<file path="config.mk">
export PLATFORM = sky130hd
export DESIGN_NAME = nback_game_core
export DESIGN_NICKNAME = d
export VERILOG_FILES = /design/src/rtl/nback_game_core.sv
export SDC_FILE = /design/constraint.sdc
export NUM_CORES = 1
export LEC_CHECK = 0
export BUFFER_PORTS_ARGS = -buffer_cell sky130_fd_sc_hd__buf_4
export CAP_MARGIN = 15
export CORE_UTILIZATION = 52
export DETAILED_ROUTE_END_ITERATION = 7
export GPL_TIMING_DRIVEN = 1
export PLACE_DENSITY_LB_ADDON = 0.25
export SLEW_MARGIN = 20
export SYNTH_ARGS = -nofsm -noshare
export SYNTH_HDL_FRONTEND = slang
export SYNTH_SLANG_ARGS = --single-unit
export TNS_END_PERCENT = 30
</file>
<file path="constraint.sdc">
create_clock -name clk -period 5 [get_ports clk]
set_input_delay 0.75 -clock clk [delete_from_list [all_inputs] [get_ports clk]]
set_output_delay 0.75 -clock clk [all_outputs]
set_load 0.01 [all_outputs]
</file>
<file path="src/rtl/nback_game_core.sv">
// N-back memory game engine: LFSR card generator, per-card countdown timer,
// answer latch, scoring with speed-up levels and a best-score register.
module nback_game_core #(
  parameter int unsigned CARD_W      = 4,
  parameter int unsigned DEPTH       = 16,
  parameter int unsigned NBACK_MAX   = 3,
  parameter int unsigned TICK_W      = 28,
  parameter int unsigned SPEED_INIT  = 149_999_999,
  parameter int unsigned SPEED_STEP  = 12_500_000,
  parameter int unsigned SPEED_MIN   = 24_999_999,
  parameter int unsigned LEVEL_EVERY = 4,
  parameter int unsigned SCORE_W     = 8,
  parameter logic [15:0] SEED        = 16'hACE1
) (
  input  logic               clk,
  input  logic               resetn,
  input  logic               start,
  input  logic               ans_match,
  input  logic               ans_nomatch,
  input  logic [2:0]         nback_sel,
  output logic [CARD_W-1:0]  card,
  output logic               card_valid,
  output logic               answer_open,
  output logic [SCORE_W-1:0] score,
  output logic [SCORE_W-1:0] best_score,
  output logic [3:0]         level,
  output logic               correct_pulse,
  output logic               wrong_pulse,
  output logic               game_over,
  output logic               game_won
);

  localparam int unsigned K_W      = 8;
  localparam int unsigned STREAK_W = $clog2(LEVEL_EVERY + 1);
  localparam int unsigned HIST_N   = NBACK_MAX + 1;
  localparam int unsigned RW       = TICK_W + 1;

  typedef enum logic [2:0] {S_IDLE, S_SHOW, S_JUDGE, S_OVER, S_WIN} state_e;
  typedef enum logic [1:0] {A_NONE, A_MATCH, A_NOMATCH, A_INVALID} ans_e;

  state_e                state_q, state_d;
  ans_e                  latch_q, latch_d;
  logic [15:0]           lfsr_q, lfsr_d;
  logic [CARD_W-1:0]     hist_q [HIST_N];
  logic [CARD_W-1:0]     hist_d [HIST_N];
  logic [TICK_W-1:0]     timer_q, timer_d;
  logic [TICK_W-1:0]     reload_q, reload_d;
  logic [2:0]            n_q, n_d;
  logic [K_W-1:0]        k_q, k_d;
  logic [SCORE_W-1:0]    score_q, score_d;
  logic [SCORE_W-1:0]    best_q, best_d;
  logic [3:0]            level_q, level_d;
  logic [STREAK_W-1:0]   streak_q, streak_d;
  logic                  m_prev_q, m_prev_d;
  logic                  nm_prev_q, nm_prev_d;
  logic                  correct_q, correct_d;
  logic                  wrong_q, wrong_d;
  logic                  card_valid_q, card_valid_d;
  logic                  answer_open_q, answer_open_d;
  logic                  over_q, over_d;
  logic                  won_q, won_d;

  logic                  rise_m, rise_nm, gen, scored, forced;
  logic [STREAK_W-1:0]   streak_inc;
  logic [CARD_W-1:0]     hist_n, hist_nm1, new_card;
  ans_e                  exp_ans;

  // Registered state, datapath and outputs
  always_ff @(posedge clk or negedge resetn) begin
    if (!resetn) begin
      state_q       <= S_IDLE;
      latch_q       <= A_NONE;
      lfsr_q        <= SEED;
      timer_q       <= '0;
      reload_q      <= TICK_W'(SPEED_INIT);
      n_q           <= '0;
      k_q           <= '0;
      score_q       <= '0;
      best_q        <= '0;
      level_q       <= '0;
      streak_q      <= '0;
      m_prev_q      <= 1'b0;
      nm_prev_q     <= 1'b0;
      correct_q     <= 1'b0;
      wrong_q       <= 1'b0;
      card_valid_q  <= 1'b0;
      answer_open_q <= 1'b0;
      over_q        <= 1'b0;
      won_q         <= 1'b0;
      for (int i = 0; i < HIST_N; i++) hist_q[i] <= '0;
    end else begin
      state_q       <= state_d;
      latch_q       <= latch_d;
      lfsr_q        <= lfsr_d;
      timer_q       <= timer_d;
      reload_q      <= reload_d;
      n_q           <= n_d;
      k_q           <= k_d;
      score_q       <= score_d;
      best_q        <= best_d;
      level_q       <= level_d;
      streak_q      <= streak_d;
      m_prev_q      <= m_prev_d;
      nm_prev_q     <= nm_prev_d;
      correct_q     <= correct_d;
      wrong_q       <= wrong_d;
      card_valid_q  <= card_valid_d;
      answer_open_q <= answer_open_d;
      over_q        <= over_d;
      won_q         <= won_d;
      hist_q        <= hist_d;
    end
  end

  // Next-state and datapath logic
  always_comb begin
    state_d    = state_q;
    latch_d    = latch_q;
    lfsr_d     = lfsr_q;
    hist_d     = hist_q;
    timer_d    = timer_q;
    reload_d   = reload_q;
    n_d        = n_q;
    k_d        = k_q;
    score_d    = score_q;
    best_d     = best_q;
    level_d    = level_q;
    streak_d   = streak_q;
    m_prev_d   = ans_match;
    nm_prev_d  = ans_nomatch;
    correct_d  = 1'b0;
    wrong_d    = 1'b0;
    gen        = 1'b0;
    forced     = 1'b0;
    new_card   = '0;
    hist_n     = '0;
    hist_nm1   = '0;
    streak_inc = streak_q + STREAK_W'(1);
    rise_m     = ans_match & ~m_prev_q;
    rise_nm    = ans_nomatch & ~nm_prev_q;
    scored     = (k_q >= K_W'(n_q));

    for (int i = 0; i < HIST_N; i++) begin
      if (n_q == 3'(i)) hist_n = hist_q[i];
    end
    exp_ans = (hist_n == hist_q[0]) ? A_MATCH : A_NOMATCH;

    case (state_q)
      S_IDLE, S_OVER, S_WIN: begin
        if (start) begin
          state_d  = S_SHOW;
          if (nback_sel == 3'd0)                 n_d = 3'd1;
          else if (nback_sel > 3'(NBACK_MAX))    n_d = 3'(NBACK_MAX);
          else                                   n_d = nback_sel;
          score_d  = '0;
          streak_d = '0;
          level_d  = '0;
          k_d      = '0;
          reload_d = TICK_W'(SPEED_INIT);
          timer_d  = TICK_W'(SPEED_INIT);
          gen      = 1'b1;
        end
      end
      S_SHOW: begin
        if (latch_q == A_NONE) begin
          if (rise_m && rise_nm) latch_d = A_INVALID;
          else if (rise_m)       latch_d = A_MATCH;
          else if (rise_nm)      latch_d = A_NOMATCH;
        end
        if (timer_q == '0) state_d = S_JUDGE;
        else               timer_d = timer_q - TICK_W'(1);
      end
      S_JUDGE: begin
        if (scored && (latch_q != exp_ans)) begin
          wrong_d = 1'b1;
          state_d = S_OVER;
          if (score_q > best_q) best_d = score_q;
        end else begin
          if (scored) begin
            correct_d = 1'b1;
            if (score_q != '1) score_d = score_q + SCORE_W'(1);
            if (streak_inc == STREAK_W'(LEVEL_EVERY)) begin
              streak_d = '0;
              if (level_q != 4'hF) level_d = level_q + 4'd1;
              // Floor the reload without letting the subtraction wrap
              if (RW'(reload_q) >= RW'(SPEED_MIN) + RW'(SPEED_STEP))
                reload_d = reload_q - TICK_W'(SPEED_STEP);
              else
                reload_d = TICK_W'(SPEED_MIN);
            end else begin
              streak_d = streak_inc;
            end
          end
          if (k_q == K_W'(DEPTH - 1)) begin
            state_d = S_WIN;
            if (score_d > best_q) best_d = score_d;
          end else begin
            state_d = S_SHOW;
            k_d     = k_q + K_W'(1);
            timer_d = reload_d;
            gen     = 1'b1;
          end
        end
      end
      default: state_d = S_IDLE;
    endcase

    // Draw the next card: forced repeat of the card N back, else LFSR bits
    if (gen) begin
      for (int i = 0; i < NBACK_MAX; i++) begin
        if (n_d == 3'(i + 1)) hist_nm1 = hist_q[i];
      end
      forced   = (k_d >= K_W'(n_d)) && (lfsr_q[15:14] == 2'b00);
      new_card = forced ? hist_nm1 : lfsr_q[CARD_W-1:0];
      for (int i = HIST_N - 1; i > 0; i--) hist_d[i] = hist_q[i-1];
      hist_d[0] = new_card;
      lfsr_d    = lfsr_q[0] ? ((lfsr_q >> 1) ^ 16'hB400) : (lfsr_q >> 1);
    end

    if ((state_d == S_SHOW) && (state_q != S_SHOW)) latch_d = A_NONE;

    card_valid_d  = (state_d == S_SHOW) || (state_d == S_JUDGE);
    answer_open_d = (state_d == S_SHOW) && (k_d >= K_W'(n_d));
    over_d        = (state_d == S_OVER);
    won_d         = (state_d == S_WIN);
  end

  assign card          = hist_q[0];
  assign card_valid    = card_valid_q;
  assign answer_open   = answer_open_q;
  assign score         = score_q;
  assign best_score    = best_q;
  assign level         = level_q;
  assign correct_pulse = correct_q;
  assign wrong_pulse   = wrong_q;
  assign game_over     = over_q;
  assign game_won      = won_q;

endmodule

</file>
== Word level (Yosys, flattened, before mapping) ==
Cells that the tools add are included.

* Bits in registers: 135

* Mux-type cells: 70
* Bitwise operators: 5
* $add $sub $neg: 6
* Order comparisons: 6
* Equality and inequality tests: 30
* Reductions and logical operators: 27

{| class="wikitable"
|+ Operators with widths
! operator !! count
|-
| $mux 28 || 8
|-
| $mux 8 || 13
|-
| $pmux 28 s3 || 1
|-
| $pmux 28 s2 || 1
|-
| $mux 4 || 13
|-
| $mux 3 || 12
|-
| $pmux 8 s2 || 2
|-
| $ge 28x26->1 const B || 1
|-
| $logic_not 28->1 || 1
|-
| $sub 28x1->28 const B || 1
|-
| $sub 28x24->28 const B || 1
|-
| $eq 3x2->1 const B || 8
|-
| $add 8x1->8 const B || 2
|-
| $ge 8x3->1 || 2
|-
| $gt 8x8->1 || 2
|-
| $mux 16 || 1
|-
| $mux 2 || 7
|-
| $ne 2x2->1 const B || 7
|-
| $eq 3x1->1 const B || 4
|-
| $reduce_bool 2->1 || 5
|-
| $eq 3x3->1 const B || 3
|-
| $logic_not 3->1 || 3
|-
| $pmux 3 s3 || 1
|-
| $eq 8x4->1 const B || 1
|-
| 27 further kinds || 44
|}

== Depth between registers and ports, before layout ==
Gate-level depths: netlist of the first run.

* Depth in word-level cells: 15
* Depth in mapped cells: 20

== Worst setup path before layout of the first run ==
OpenSTA, ideal clock, no wires.

* Kind: reg-to-reg
* Start: register n_q[0]
* End: register hist_q (netlist bit card[0])
* Data arrival time: 4.418 ns
* Library setup time: 0.124 ns
* Period minus slack after synthesis: 4.542 ns
* Setup slack: 0.458 ns
* Cell stages (with the launch flop): 19
* Buffers on the path: 2
* Path through: dfrtp_1 -> buf_6 -> mux2i_1 -> mux2_4 -> o31ai_4 -> a31oi_1 -> o31ai_1 -> a21oi_1 -> buf_2 -> a21oi_1 -> inv_1 -> ha_1 -> nand2b_1 -> a21o_1 -> a21o_1 -> a2111o_1 -> nor4_4 -> o41ai_2 -> a211o_1

* Longest elaborated chain between the ends: 15

{| class="wikitable"
|+ Ends and longest elaborated chain
! what !! line !! source
|-
| start: declaration || 48 || <nowiki>logic [2:0] n_q, n_d;</nowiki>
|-
| start signal: assignment || 97 || <nowiki>n_q <= n_d;</nowiki>
|-
| $logic_not 3->1 || 144 || <nowiki>if (n_q == 3'(i)) hist_n = hist_q[i];</nowiki>
|-
| $mux 4 (4 in a row) || 144 ||
|-
| $eq 4x4->1 || 146 || <nowiki>exp_ans = (hist_n == hist_q[0]) ? A_MATCH : A_NOMATCH;</nowiki>
|-
| $mux 2 || 146 ||
|-
| $ne 2x2->1 || 174 || <nowiki>if (scored && (latch_q != exp_ans)) begin</nowiki>
|-
| $logic_and 1x1->1 * || 174 ||
|-
| $mux 8 * || 174 ||
|-
| $pmux 8 s2 * || 148 || <nowiki>case (state_q)</nowiki>
|-
| net k_d[0] || 49 || <nowiki>logic [K_W-1:0] k_q, k_d;</nowiki>
|-
| $ge 8x3->1 * || 213 || <nowiki>forced = (k_d >= K_W'(n_d)) && (lfsr_q[15:14] == 2'b00);</nowiki>
|-
| $logic_and 1x1->1 * || 213 ||
|-
| $ne 4x4->1 (no line) || - ||
|-
| $reduce_and 2->1 (no line) || - ||
|-
| end signal: assignment || 111 || <nowiki>hist_q <= hist_d;</nowiki>
|-
| end: declaration || 44 || <nowiki>logic [CARD_W-1:0] hist_q [HIST_N];</nowiki>
|}

Mark *: on every way through the listed nets, which the timed path passes. The rest lies on a longest branch.
A chain may end at the register's enable or synchronous reset.

== Worst setup path after layout of the first run ==
* Start: register n_q[0]
* End: register hist_q (netlist bit card[3])

Same word-level chain as after synthesis.

==> results of run 1 <==
## metrics by stage
stage               total power [mW]  cell area, um^2  instances  setup WS [ns]  hold slack (ns)
finish                          3.51             9410       1207          0.515            0.433
global route                    3.68             9410       1207          0.215            0.440
CTS                             3.52             9410       1207          0.539            0.438
detailed placement              2.19             8790       1175          0.560            0.450
global placement                2.16             8790       1175          0.699            0.441
floorplan                       1.95             8300        961          0.458            0.435
## final cells by class
type / instances / area [um^2]
fill: 1336 / 5960
clock buffer: 19 / 453
timing repair buffer: 57 / 432
multi-input combinational: 740 / 4560
sequential: 135 / 3410
tap: 211 / 264
inverter: 32 / 120
clock inverter: 13 / 170
## synthesized netlist by cell type (all sizes together) (7+ instances only)
cell,count,share of area
nand2,158,0.071
clkbuf,38,0.017
a22o,13,0.014
dfrtp,111,0.33
xor2,8,0.0084
ha,29,0.044
a31oi,13,0.0098
nand4,10,0.0075
mux2i,23,0.028
and2,7,0.0054
a21oi,70,0.043
o21ai,76,0.046
buf,16,0.011
inv,32,0.014
nor2b,12,0.0090
nor3,26,0.018
o31ai,13,0.013
o22a,9,0.0095
nor4,15,0.013
o22ai,9,0.0068
and3,7,0.0053
nand3,27,0.017
or3,7,0.0054
dfstp,24,0.076
nor2,67,0.030
xnor2,16,0.017
or2,7,0.0053
nand2b,20,0.015
a211o,8,0.0086
## worst max-delay path by stage
stage                     endpoint              from  cells past startpoint
2_1_floorplan  card[0]$_DFFE_PN0P_  n_q[0]$_DFF_PN0_                     18
3_3_place_gp   card[0]$_DFFE_PN0P_  n_q[0]$_DFF_PN0_                     16
3_5_place_dp   card[1]$_DFFE_PN0P_  n_q[0]$_DFF_PN0_                     16
4_1_cts        card[3]$_DFFE_PN0P_  n_q[0]$_DFF_PN0_                     18
5_1_grt        card[1]$_DFFE_PN0P_  n_q[0]$_DFF_PN0_                     18
6_report       card[3]$_DFFE_PN0P_  n_q[0]$_DFF_PN0_                     16
## worst max-delay path: stages (launching register included)
cell,delay (ns)
dfrtp_1,0.53
mux2i_1,0.28
mux2_4,0.34
o31ai_4,0.36
and3_1,0.30
o31ai_4,0.09
buf_4,0.22
nor2_1,0.35
a21oi_1,0.13
a21oi_1,0.19
ha_1,0.26
a21o_1,0.15
a2111o_1,0.32
nor4_4,0.29
buf_4,0.22
nor3_1,0.07
a211o_1,0.26
## registers in the layout (all words and copies together) (netlist names)
name,flops
k_q,8
game_won,1
level,4
wrong_pulse,1
lfsr_q,16
latch_q,2
timer_q,28
card,4
correct_pulse,1
m_prev_q,1
n_q,3
state_q,3
hist_q,12
answer_open,1
reload_q,28
streak_q,3
nm_prev_q,1
game_over,1
best_score,8
score,8
card_valid,1
## kinds of logic (layout without fill, tap and decap cells)
group,count (synthesis),in the layout,share of synthesized area
AOI/OAI and AO/OA,277,277,0.221
buffers and inverters,86,121,0.0431
xor gates and xnor gates,24,24,0.0253
adders and majority gates,29,29,0.0437
and+or+nand+nor,382,382,0.221
muxes,28,28,0.0354
DFF,135,135,0.411
## power breakdown
part | switching (mW) | internal [mW] | total (mW)
Combinational | 0.466 | 0.316 | 0.782
Sequential | 0.153 | 1.25 | 1.41
Clock | 0.503 | 0.816 | 1.32
Total | 1.12 | 2.39 | 3.51
## layer usage
metal,part of all wire,vias to the layer above,GRT usage
met5,0,-,0
met4,0.020,0,0.0976
met3,0.061,38,0.0466
met2,0.46,235,0.425
met1,0.46,3472,0.383
li1,-,3519,-
==> flow_summary.rst, run 1 <==
.. list-table::
   :header-rows: 1

   * - Metric
     - Value
   * - Outcome
     - finished, final reports clean
   * - Post-CTS Setup Repair Bufs
     - 0
   * - # resized after CTS
     - 0
   * - Clk slew on worst S/H paths
     - 0.06 ns
   * - Logic depth of the worst register-to-register path
     - 16
   * - Crit start category
     - flop
   * - Achievable clock frequency
     - 0.223 GHz
   * - Setup-failing EPs final
     - 0
   * - Hold Fails Final Rpt
     - 0
   * - H-tree levels
     - 4
   * - Max-slew violations
     - 0
   * - WP data required
     - around 5.3 ns
   * - EDFF count, synth
     - 0
   * - Flip-flop and latch count after synthesis
     - 135
   * - Cell at the root of the clock tree
     - clkbuf_16
   * - Number of top-level pins
     - 38
   * - # rows
     - 45
   * - Initial core utilization
     - 0.540
   * - Post-Synthesis Cell Area
     - 8300 um^2
   * - Synth Instances
     - 961
   * - Clock latency at the later pin of the worst-skew pair
     - 0.43 ns
   * - Period Utilization, post-route
     - 0.897
   * - Setup repair after global routing missed its margin
     - no
   * - Sequential-to-total area share from yosys stat
     - 0.411
   * - Average cell area after synthesis
     - 8.64 um^2
   * - R2r startpoint
     - n_q[0]$_DFF_PN0_
   * - First-pass GRT wire length
     - 35,100 um
   * - Crit path capture type
     - flop
   * - Post-layout nets
     - 1,020
   * - Core region area
     - 15,400 um^2
   * - Clock tree from TritonCTS
     - yes
   * - Share of async-settable or async-resettable flops after synthesis
     - 1.00
   * - Total Die Area
     - 16,500 um^2
   * - Highest-count cells in the layout ignoring fill and taps
     - 158 x nand2_1, 111 x dfrtp_1, 74 x o21ai_0
   * - Aggregate global routing overflow
     - 0
   * - Routed vias
     - 7,264
   * - # diodes
     - 0
   * - First drt pass iteration count
     - 5
   * - Class of the most critical setup path
     - reg -> reg
   * - Worst Path Max Fanout
     - 19
   * - Highest ir drop seen on vdd
     - approximately 0.27 mV
   * - Number of warnings issued by yosys
     - 0
   * - Vias in the first global route
     - roughly 6,900
   * - Final HPWL DP
     - 14,600 um
   * - CTS Sinks
     - approximately 140
   * - Die Width
     - 128 um
   * - Reg-to-reg endpoint
     - card[3]$_DFFE_PN0P_
   * - Final standard cell utilization of the core
     - 0.612
   * - Ratio of total power to cell area
     - 373 nW/um^2
   * - Hold-fix buffers at CTS
     - 0
   * - Total negative slack for setup checks
     - 0 ns
   * - Synthesized Nets
     - between 900 and 1,000
   * - Overall fraction of global-route tracks in use
     - 0.272
   * - Pin count of the biggest net entering global routing
     - 105
   * - Die Height
     - roughly 130 um
   * - Final clock skew
     - 0.00821 ns
   * - Initial DRC Count
     - roughly 500
   * - Setup slack of the worst register-to-register path
     - 0.51 ns
   * - Final weighted congestion in routability-driven placement
     - 0.902
   * - Distinct cell type count of the synthesized netlist
     - 79
   * - Count of unresolved DRC violations after routing
     - 0
   * - Routed wire length per instance
     - 17.5 um
   * - Number of buffers on the longest clock path
     - 2
   * - Routed via count divided by cell count
     - 6.02
   * - Standby leakage power
     - between 4 and 5 nW
   * - Post-detailed-route count of antenna-violating nets
     - 0
   * - Area grow syn2layout
     - 13.3%
   * - Number of CTS-inserted buffers
     - 17
   * - Actual transition at the worst max-transition pin
     - 0.964 ns
   * - Number of I/O port buffers
     - 37
   * - Most common cell after layout, fill and taps aside
     - nand2_1
   * - Class of the most critical hold timing path
     - in -> async
   * - Minimum period implied by the final worst setup slack
     - 4.49 ns
   * - Worst path arrival time
     - around 4.8 ns
   * - Synth Flop Type
     - dfrtp_1
   * - Layout cells sized above 1
     - 0.152
   * - Final Routed Wirelength
     - 21,100 um
   * - Antenna violations before repair
     - 0
   * - Worst max-slew margin expressed relative to the limit
     - 0.357
   * - Number of max-cap violations
     - 0
(Power assumes the default switching activity.)
==> run 2: changes to the inputs <==
--- a/config.mk
+++ b/config.mk
@@ -11,7 +11,6 @@
 export DETAILED_ROUTE_END_ITERATION = 7
 export GPL_TIMING_DRIVEN = 1
 export PLACE_DENSITY_LB_ADDON = 0.25
-export SLEW_MARGIN = 20
 export SYNTH_ARGS = -nofsm -noshare
 export SYNTH_HDL_FRONTEND = slang
 export SYNTH_SLANG_ARGS = --single-unit
==> constraint.sdc (replaced) <==
create_clock -name clk -period 4.8 [get_ports clk]
set_input_delay 0.72 -clock clk [delete_from_list [all_inputs] [get_ports clk]]
set_output_delay 0.72 -clock clk [all_outputs]
set_load 0.01 [all_outputs]
==> run 2 against run 1 <==
Net effect:
- largest cell class unchanged
- sequential share of layout area hardly changed
- maximum frequency is 1.6% lower
- hold slack worse by 0.036 ns
- final cell count is 0.17% higher
- combinational power is 4.5% higher
- clock power hardly changed
- global-route usage is 0.34 points higher
- core utilization is 0.065 points lower
- clock-buffer cell count is 1 lower
- critical path depth stayed put
- critical path type unchanged
- total power is 3.0% higher
==> flow_summary.rst, run 2 (same netlist as run 1, synthesis figures left out) <==
.. list-table::
   :header-rows: 1

   * - Metric
     - Value
   * - Outcome
     - finished, final reports clean (unchanged)
   * - Hold Fails Final Rpt
     - 0 (unchanged)
   * - Post-CTS Setup Repair Bufs
     - 0 (unchanged)
   * - R2r startpoint
     - n_q[0]$_DFF_PN0_ (unchanged)
   * - Pin count of the biggest net entering global routing
     - 97 (was 105)
   * - Crit path max-delay family
     - compound AO/OA/AOI/OAI gates (unchanged)
   * - Worst path arrival time
     - 4.87 ns (was 4.80 ns)
   * - Setup-failing EPs final
     - 0 (unchanged)
   * - Total negative slack for setup checks
     - 0 ns (unchanged)
   * - Overall power
     - 3.61 mW (was 3.51 mW)
   * - Cell with the largest stage delay on the worst path
     - dfrtp_1 (unchanged)
   * - Setup repair after global routing missed its margin
     - no (unchanged)
   * - Achievable clock frequency
     - 0.219 GHz (was 0.223 GHz)
   * - Grt met1 use
     - 0.382 (was 0.383)
   * - Aggregate global routing overflow
     - 0 (unchanged)
   * - Number of max-cap violations
     - 0 (unchanged)
   * - Class of the most critical setup path
     - reg -> reg (unchanged)
   * - Layout cells sized above 1
     - 0.153 (was 0.152)
   * - Total Die Area
     - 16,500 um^2 (unchanged)
   * - Area grow syn2layout
     - 13.2% (was 13.3%)
   * - Ratio of total power to cell area
     - 384 nW/um^2 (was 373 nW/um^2)
   * - # rows
     - 45 (unchanged)
   * - Post-layout nets
     - 1,022 (was 1,020)
   * - Reg-to-reg endpoint
     - card[2]$_DFFE_PN0P_ (was card[3]$_DFFE_PN0P_)
   * - Routed via count divided by cell count
     - 6.08 (was 6.02)
   * - Overall fraction of global-route tracks in use
     - 0.276 (was 0.272)
   * - Hold-fix buffers at CTS
     - 0 (unchanged)
   * - Clock latency at the later pin of the worst-skew pair
     - 0.43 ns (about the same)
   * - Setup slack of the worst register-to-register path
     - 0.24 ns (was 0.51 ns)
   * - Highest ir drop seen on vdd
     - 0.277 mV (was 0.268 mV)
   * - Final clock skew
     - 0.0104 ns (was 0.00821 ns)
   * - Cell count along the critical path
     - 16 (unchanged)
   * - Logic depth of the worst register-to-register path
     - 16 (unchanged)
   * - Placement Cell Area
     - 8800 um^2 (was 8790 um^2)
   * - Number of CTS-inserted buffers
     - 17 (unchanged)
   * - Number of I/O port buffers
     - 37 (unchanged)
   * - Buffers & Inverters on Critical Path
     - 2 (unchanged)
   * - Biggest registers after layout
     - reload_q: 28 flops, timer_q: 28 flops, lfsr_q: 16 flops (unchanged)
   * - Vias in the first global route
     - 7,062 (was 6,919)
   * - CTS Sinks
     - 135 (unchanged)
   * - H-tree levels
     - 4 (unchanged)
   * - Standby leakage power
     - 4.24 nW (was 4.23 nW)
   * - Max-slew violations
     - 0 (unchanged)
   * - Worst max-slew margin expressed relative to the limit
     - 0.403 (was 0.357)
   * - CP cell instances
     - mux2i_1 > mux2_4 > o31ai_4 > a31oi_1 > o31ai_4 > buf_4 > nor2_1 > a21oi_1 > a21oi_1 > ha_1 > a21o_1 > a2111o_1 > nor4_4 > buf_4 > nor3_1 > a211o_1 (was mux2i_1 > mux2_4 > o31ai_4 > and3_1 > o31ai_4 > buf_4 > nor2_1 > a21oi_1 > a21oi_1 > ha_1 > a21o_1 > a2111o_1 > nor4_4 > buf_4 > nor3_1 > a211o_1)
   * - Antenna violations before repair
     - 0 (unchanged)
   * - Number of top-level pins
     - 38 (unchanged)
   * - Post-detailed-route count of antenna-violating nets
     - 0 (unchanged)
   * - Minimum period implied by the final worst setup slack
     - 4.56 ns (was 4.49 ns)
   * - Routed wire length per instance
     - 17.3 um (was 17.5 um)
   * - Class of the most critical hold timing path
     - in -> async (unchanged)
   * - Clk slew on worst S/H paths
     - 0.06 ns (about the same)
   * - Worst Setup SP
     - n_q[0]$_DFF_PN0_ (unchanged)
   * - Highest-count cells in the layout ignoring fill and taps
     - 158 x nand2_1, 111 x dfrtp_1, 74 x o21ai_0 (unchanged)
   * - First-pass GRT wire length
     - 35,700 um (was 35,100 um)
   * - Number of buffers on the longest clock path
     - 2 (unchanged)
   * - Stage delay of the slowest cell on the critical path
     - 0.55 ns (was 0.53 ns)
   * - # resized after CTS
     - 0 (unchanged)
   * - Clock tree from TritonCTS
     - yes (unchanged)
   * - Met3 capacity usage during global routing
     - 0.0516 (was 0.0466)
   * - # diodes
     - 0 (unchanged)
   * - Die Height
     - 128 um (unchanged)
   * - Routed vias
     - 7,345 (was 7,264)
   * - Count of unresolved DRC violations after routing
     - 0 (unchanged)
   * - Post-route design area
     - 9400 um^2 (was 9410 um^2)
   * - GRT Max-Usage Layer
     - met2 (unchanged)
   * - Core region area
     - 15,400 um^2 (unchanged)
   * - Cell at the root of the clock tree
     - clkbuf_16 (unchanged)
   * - Actual transition at the worst max-transition pin
     - 0.896 ns (was 0.964 ns)
   * - Final standard cell utilization of the core
     - 0.611 (was 0.612)
   * - Final HPWL DP
     - 14,300 um (was 14,600 um)
   * - Period Utilization, post-route
     - 0.950 (was 0.897)
   * - Final Routed Wirelength
     - 20,900 um (was 21,100 um)
   * - WP data required
     - 5.12 ns (was 5.31 ns)
   * - Die Width
     - 128 um (unchanged)
   * - Initial DRC Count
     - 633 (was 513)
   * - WHS
     - 0.397 ns (was 0.433 ns)
   * - First drt pass iteration count
     - 5 (unchanged)
   * - Filler cell count in the final layout
     - 1,339 (was 1,336)
   * - Crit start category
     - flop (unchanged)
   * - Crit path capture type
     - flop (unchanged)
   * - Worst setup endpoint
     - card[2]$_DFFE_PN0P_ (was card[3]$_DFFE_PN0P_)
   * - Global Route met2 Usage
     - 0.440 (was 0.425)
   * - Worst Path Max Fanout
     - 21 (was 19)
   * - Final weighted congestion in routability-driven placement
     - 0.926 (was 0.902)
   * - Most common cell after layout, fill and taps aside
     - nand2_1 (unchanged)
   * - Initial core utilization
     - 0.540 (unchanged)
run 2: cell count changes in the layout (fill, tap and decap cells not counted):
cell and delta:
clkinvlp_4 -1, bufinv_16 -1, buf_4 +2, inv_6 +5, clkinv_4 -2, clkbuf_8 -1
run 2: worst min-delay path by stage:
stage,endpoint,slack (ns),cells past startpoint
finish,best_score[1]$_DFFE_PN0P_,0.40,1
global route,m_prev_q$_DFF_PN0_,0.39,1
CTS,m_prev_q$_DFF_PN0_,0.39,1
detailed placement,lfsr_q[6]$_DFFE_PN1P_,0.45,2
global placement,lfsr_q[6]$_DFFE_PN1P_,0.44,2
floorplan,answer_open$_DFF_PN0_,0.42,0
run 2: worst reg2reg max path, cell delays in order, from the launching register on:
cell and delay (ns):
dfrtp_1 0.55, mux2i_1 0.29, mux2_4 0.34, o31ai_4 0.36, a31oi_1 0.21, o31ai_4 0.33, buf_4 0.31, nor2_1 0.15
a21oi_1 0.20, a21oi_1 0.08, ha_1 0.28, a21o_1 0.16, a2111o_1 0.33, nor4_4 0.29, buf_4 0.22, nor3_1 0.07
a211o_1 0.28
run 2: power by group:
part	total, mW	switching, mW	internal, mW
registers	1.46	0.157	1.31
clock network	1.33	0.541	0.791
logic	0.817	0.480	0.337
total	3.61	1.18	2.43
run 2: per-layer routing:
metal  part of all wire  vias to the layer above
met5                  0                        -
met4              0.015                        0
met3              0.061                       26
met2               0.46                      235
met1               0.46                     3556
li1                   -                     3528
run 2: cell type report:
class / count / area, um^2 / area share
inverters: 32 / 120 / 0.0128
clock inverters: 14 / 159 / 0.0169
flip-flops and latches: 135 / 3410 / 0.363
clock buffers: 18 / 439 / 0.0467
repair buffers: 59 / 447 / 0.0475
multi-input cells: 740 / 4560 / 0.485
well taps: 211 / 264 / 0.0281
run 2: stage by stage:
step / cells / setup slack [ns]
floorplan: 961 / 0.258
CTS: 1209 / 0.269
global route: 1209 / 0.0307
detailed placement: 1177 / 0.363
finish: 1209 / 0.240
global placement: 1177 / 0.497
